## config.mk

```make
export PLATFORM = sky130hd
export DESIGN_NAME = axi_r_arbiter
export DESIGN_NICKNAME = d
export VERILOG_FILES = /design/src/rtl/axi_r_arbiter.sv
export SDC_FILE = /design/constraint.sdc
export NUM_CORES = 1
export LEC_CHECK = 0
export CAP_MARGIN = 20
export CORE_AREA = 2 2 101 103
export DETAILED_ROUTE_END_ITERATION = 7
export DIE_AREA = 0 0 103 105
export GPL_ROUTABILITY_DRIVEN = 1
export PLACE_DENSITY = 0.67
export SYNTH_ARGS = -nofsm -noshare
export SYNTH_HDL_FRONTEND = slang
export SYNTH_SLANG_ARGS = --single-unit
export TNS_END_PERCENT = 100
```

## constraint.sdc

```tcl
create_clock -name ACLK -period 3.94 [get_ports ACLK]
set_input_delay 0.591 -clock ACLK [delete_from_list [all_inputs] [get_ports ACLK]]
set_output_delay 0.591 -clock ACLK [all_outputs]
set_load 0.005 [all_outputs]
```

## src/rtl/axi_r_arbiter.sv

```systemverilog
// Two-master round-robin AXI read arbiter: one grant per whole burst, with a beat
// counter that checks the slave's RLAST and flags any termination fault in proto_err.
module axi_r_arbiter #(
  parameter int DATA_WIDTH = 32,
  parameter int ADDR_WIDTH = 32
) (
  input  logic                  ACLK,
  input  logic                  ARESET,

  input  logic [ADDR_WIDTH-1:0] M0_ARADDR,
  input  logic [7:0]            M0_ARLEN,
  input  logic [2:0]            M0_ARSIZE,
  input  logic [1:0]            M0_ARBURST,
  input  logic                  M0_ARVALID,
  output logic                  M0_ARREADY,
  output logic [DATA_WIDTH-1:0] M0_RDATA,
  output logic [1:0]            M0_RRESP,
  output logic                  M0_RLAST,
  output logic                  M0_RVALID,
  input  logic                  M0_RREADY,

  input  logic [ADDR_WIDTH-1:0] M1_ARADDR,
  input  logic [7:0]            M1_ARLEN,
  input  logic [2:0]            M1_ARSIZE,
  input  logic [1:0]            M1_ARBURST,
  input  logic                  M1_ARVALID,
  output logic                  M1_ARREADY,
  output logic [DATA_WIDTH-1:0] M1_RDATA,
  output logic [1:0]            M1_RRESP,
  output logic                  M1_RLAST,
  output logic                  M1_RVALID,
  input  logic                  M1_RREADY,

  output logic [ADDR_WIDTH-1:0] S_ARADDR,
  output logic [7:0]            S_ARLEN,
  output logic [2:0]            S_ARSIZE,
  output logic [1:0]            S_ARBURST,
  output logic                  S_ARVALID,
  input  logic                  S_ARREADY,
  input  logic [DATA_WIDTH-1:0] S_RDATA,
  input  logic [1:0]            S_RRESP,
  input  logic                  S_RLAST,
  input  logic                  S_RVALID,
  output logic                  S_RREADY,

  output logic                  grant,
  output logic                  busy,
  output logic                  proto_err
);

  localparam logic [1:0] IDLE = 2'd0;
  localparam logic [1:0] ADDR = 2'd1;
  localparam logic [1:0] DATA = 2'd2;

  logic [1:0] state;
  logic       last_grant;
  logic [7:0] beat_cnt;

  logic in_addr;
  logic in_data;
  logic pick;
  logic g_arvalid;
  logic g_rready;
  logic cnt_zero;
  logic r_last;
  logic ar_hs;
  logic r_hs;
  logic term_fault;

  assign in_addr = (state == ADDR);
  assign in_data = (state == DATA);
  assign busy    = (state != IDLE);

  // On a tie the master that did not own the previous burst wins.
  assign pick = (M0_ARVALID && M1_ARVALID) ? ~last_grant : M1_ARVALID;

  assign g_arvalid = grant ? M1_ARVALID : M0_ARVALID;
  assign g_rready  = grant ? M1_RREADY  : M0_RREADY;

  assign S_ARVALID = in_addr & g_arvalid;
  assign S_ARADDR  = in_addr ? (grant ? M1_ARADDR  : M0_ARADDR)  : '0;
  assign S_ARLEN   = in_addr ? (grant ? M1_ARLEN   : M0_ARLEN)   : '0;
  assign S_ARSIZE  = in_addr ? (grant ? M1_ARSIZE  : M0_ARSIZE)  : '0;
  assign S_ARBURST = in_addr ? (grant ? M1_ARBURST : M0_ARBURST) : '0;
  assign M0_ARREADY = in_addr & ~grant & S_ARREADY;
  assign M1_ARREADY = in_addr &  grant & S_ARREADY;
  assign ar_hs      = S_ARVALID & S_ARREADY;

  // A burst ends on the slave's RLAST or when the counter runs out, whichever
  // comes first; the master always sees RLAST on that final beat.
  assign cnt_zero   = (beat_cnt == 8'd0);
  assign r_last     = S_RLAST | cnt_zero;
  assign term_fault = S_RLAST ^ cnt_zero;
  assign S_RREADY   = in_data & g_rready;
  assign r_hs       = in_data & S_RVALID & g_rready;

  assign M0_RVALID = in_data & ~grant & S_RVALID;
  assign M1_RVALID = in_data &  grant & S_RVALID;
  assign M0_RLAST  = in_data & ~grant & r_last;
  assign M1_RLAST  = in_data &  grant & r_last;
  assign M0_RDATA  = (in_data & ~grant) ? S_RDATA : '0;
  assign M1_RDATA  = (in_data &  grant) ? S_RDATA : '0;
  assign M0_RRESP  = (in_data & ~grant) ? S_RRESP : '0;
  assign M1_RRESP  = (in_data &  grant) ? S_RRESP : '0;

  always_ff @(posedge ACLK) begin
    if (ARESET) begin
      state      <= IDLE;
      grant      <= 1'b0;
      last_grant <= 1'b1;
      beat_cnt   <= 8'd0;
      proto_err  <= 1'b0;
    end else begin
      case (state)
        IDLE: begin
          if (M0_ARVALID || M1_ARVALID) begin
            grant <= pick;
            state <= ADDR;
          end
        end
        ADDR: begin
          if (ar_hs) begin
            beat_cnt <= S_ARLEN;
            state    <= DATA;
          end
        end
        DATA: begin
          if (r_hs) begin
            if (r_last) begin
              state      <= IDLE;
              last_grant <= grant;
              if (term_fault) begin
                proto_err <= 1'b1;
              end
            end else begin
              beat_cnt <= beat_cnt - 8'd1;
            end
          end
        end
        default: state <= IDLE;
      endcase
    end
  end

endmodule

```

==> summary.md <==
| Metric | Value |
|---|---|
| Status | completed |
| Final RePlAce weighted congestion | 0.809 |
| Share of cells above drive strength 1 | 0.0311 |
| # setup viols final | 0 |
| Vias per cell | 4.56 |
| Setup TNS | 0 ns |
| Die X | 103 um |
| Clock transition at path regs | 0.05 ns |
| Final Hold Viols | 0 |
| Root buf cell | clkbuf_8 |
| Final total power | 0.667 mW |
| Iter 0 DRT Violations | 121 |
| Mapped Area | 0.00197 mm2 |
| First-pass GRT wire length | 13.3 mm |
| R2r worst-path depth | 7 |
| Clock buffer depth | 2 |
| IO Port Bufs | 256 |
| TritonCTS Buffers | 3 |
| YS warnings | 0 |
| Setup slack on the worst flop-to-flop path | 1.73 ns |
| Die area | 0.0108 mm2 |
| Drt total wl | 9.08 mm |
| Pleak | 1.87 nW |
| DR pass1 iterations | 5 |
| Overall routing resource usage | 0.149 |
| PD cells | 144 mW/mm2 |
| RSZ-0062 raised after global routing | no |
| Avg Inst Size Synth | 6.98 um2 |
| EDFF count, synth | 0 |
| Yosys reg bits | 13 |
| Sequential area share after synthesis | 0.132 |
| Vias after detailed routing | 2952 |
| Actual slew at the worst max-slew pin | 1.09 ns |
| Fillcell total | 976 |
| # DRC | 0 |
| ANT cells | 0 |
| Synth top area cells | mux2i_1, and3_1, dfxtp_1 |
| Layout Skew | 0.000771 ns |
| Initial antenna violation count | 0 |
| Syn Nets | 418 |
| CTS Hold Bufs | 0 |
| Crit Path Category | flop to output port |
| Top-count cell post-synth | and3_1 |
| Final nets | 652 |
| VDD IR max | 0.0803 mV |
| Post_cts resized | 0 |
| Synth area leader | mux2i_1 |
| Initial core utilization | 0.204 |
| Die H | 105 um |
| Tmin final | 3.06 ns |
| Post-synth top area share | 0.229 |
| Grt ovf | 0 |
| Post-route ant nets | 0 |
| Core Region | 0.00964 mm2 |
| CTS HTree Levels | 1 |
| Tcrit/Tclk final | 0.776 |
| Yosys cell types | 36 |
| IO Count | 257 |
| Fmax | 327 MHz |
| Largest net degree at the start of global routing | 72 |
| Area Growth Syn to Fin | 136% |
| Nature of the critical path startpoint | flop |
| Ys async rst share | 0 |
| MaxCap Viol Count | 0 |
| Number of global-route vias before repair | 2756 |
| Clk_lat worst skew | 0.24 ns |
| Routed wire per std cell | 14.0 um |
| Synth cell count leaders | and3_1, nor2_1, mux2i_1 |
| Crit-path max FO | 50 |
| Hold depth | 2 |
| Crit end category | output port |
| Setup bufs post-CTS | 0 |
| Worst endpoint required time | 3.35 ns |
| Max transition margin | 0.269 |
| Worst hold slack | 0.477 ns |
| Post-synth top flop | dfxtp_1 |
| Rows | 36 |
| Hold Path Class | flop to flop |
| Cells after Synth | 282 |
| Dpl hpwl | 7.33 mm |
| Crit path arrival time | 2.47 ns |
| Slew Viols, Final | 0 |
| CTS tree | done |
| Sinks on Clock Net | 13 |
==> flip-flops by register name, indices dropped and copies added (netlist names) <==
register / count
beat_cnt: 8
state: 2
grant: 1
last_grant: 1
proto_err: 1
==> stage by stage <==
step | cell area (um2) | cells | setup slack (ns) | util
finish | 4640 | 648 | 0.883 | 0.481
global route | 4640 | 648 | 0.678 | 0.481
CTS | 4640 | 648 | 0.839 | 0.481
floorplan | 1970 | 282 | 2.10 | -
global placement | 4600 | 644 | 1.15 | 0.477
detailed placement | 4600 | 644 | 1.09 | 0.477
==> area by class of cell <==
cell class,instances,area [um2],share of cell area
Tap cell,133,166,0.0359
Inverter,7,26.3,0.00566
Timing Repair Buffer,258,2580,0.555
Multi-Input combinational cell,233,1560,0.336
Clock buffer,4,45.0,0.00971
Sequential cell,13,264,0.0569
==> power breakdown <==
group          total, mW  internal [mW]  switching, mW
clock              0.117         0.0714         0.0457
combinational      0.396          0.256          0.140
sequential         0.154          0.137         0.0172
total              0.667          0.464          0.202
==> routing by layer <==
layer | vias up | routed length (um) | global-route usage
li1 | 1479 | - | -
met1 | 1310 | 3440 | 0.166
met2 | 153 | 4650 | 0.285
met3 | 10 | 852 | 0.0314
met4 | 0 | 124 | 0.0291
met5 | - | 0 | 0
==> layout by cell type (no fill, tap or decap) <==
cell type	count
o21ai_1	4
nand2_1	3
and3_1	70
o32ai_2	2
nor3_2	1
nor4_1	1
clkdlybuf4s50_1	256
inv_1	7
nand3b_1	1
or4_1	1
o31ai_1	2
nor4b_2	1
o21ai_0	3
clkbuf_8	3
nand2b_1	2
nor3b_1	2
a21oi_1	8
o22a_1	1
mux2i_2	2
nor2b_4	1
a32oi_1	1
nor2_1	62
nand2b_2	1
a211oi_2	2
o41ai_1	1
dfxtp_1	12
a211o_1	3
mux2i_1	45
nand3_1	1
ha_1	3
buf_4	2
nor3_1	4
o32a_1	1
dfxtp_4	1
nor2b_1	1
a211oi_1	1
o32ai_1	1
clkbuf_1	1
and4b_1	1
==> worst max-delay path, stage by stage (launching register included) <==
cell             delay, ns
dfxtp_4               0.75
inv_1                 0.60
nor3_1                0.31
clkdlybuf4s50_1       0.55
==> kinds of logic after synthesis <==
| group | share of synthesized area |
|---|---|
| AO/OA/AOI/OAI | 0.115 |
| adder cells (fa/ha/maj) | 0.0191 |
| buffers and inverters | 0.0795 |
| flip-flops | 0.132 |
| multiplexers | 0.243 |
| AND/OR/NAND/NOR | 0.411 |
==> final timing paths <==
check,from,end
hold reg to reg,proto_err,proto_err
setup reg to reg,beat_cnt[4],beat_cnt[0]
hold / removal,proto_err,proto_err
setup / recovery,grant,M1_RLAST
Power figures use the tool's default switching activity.
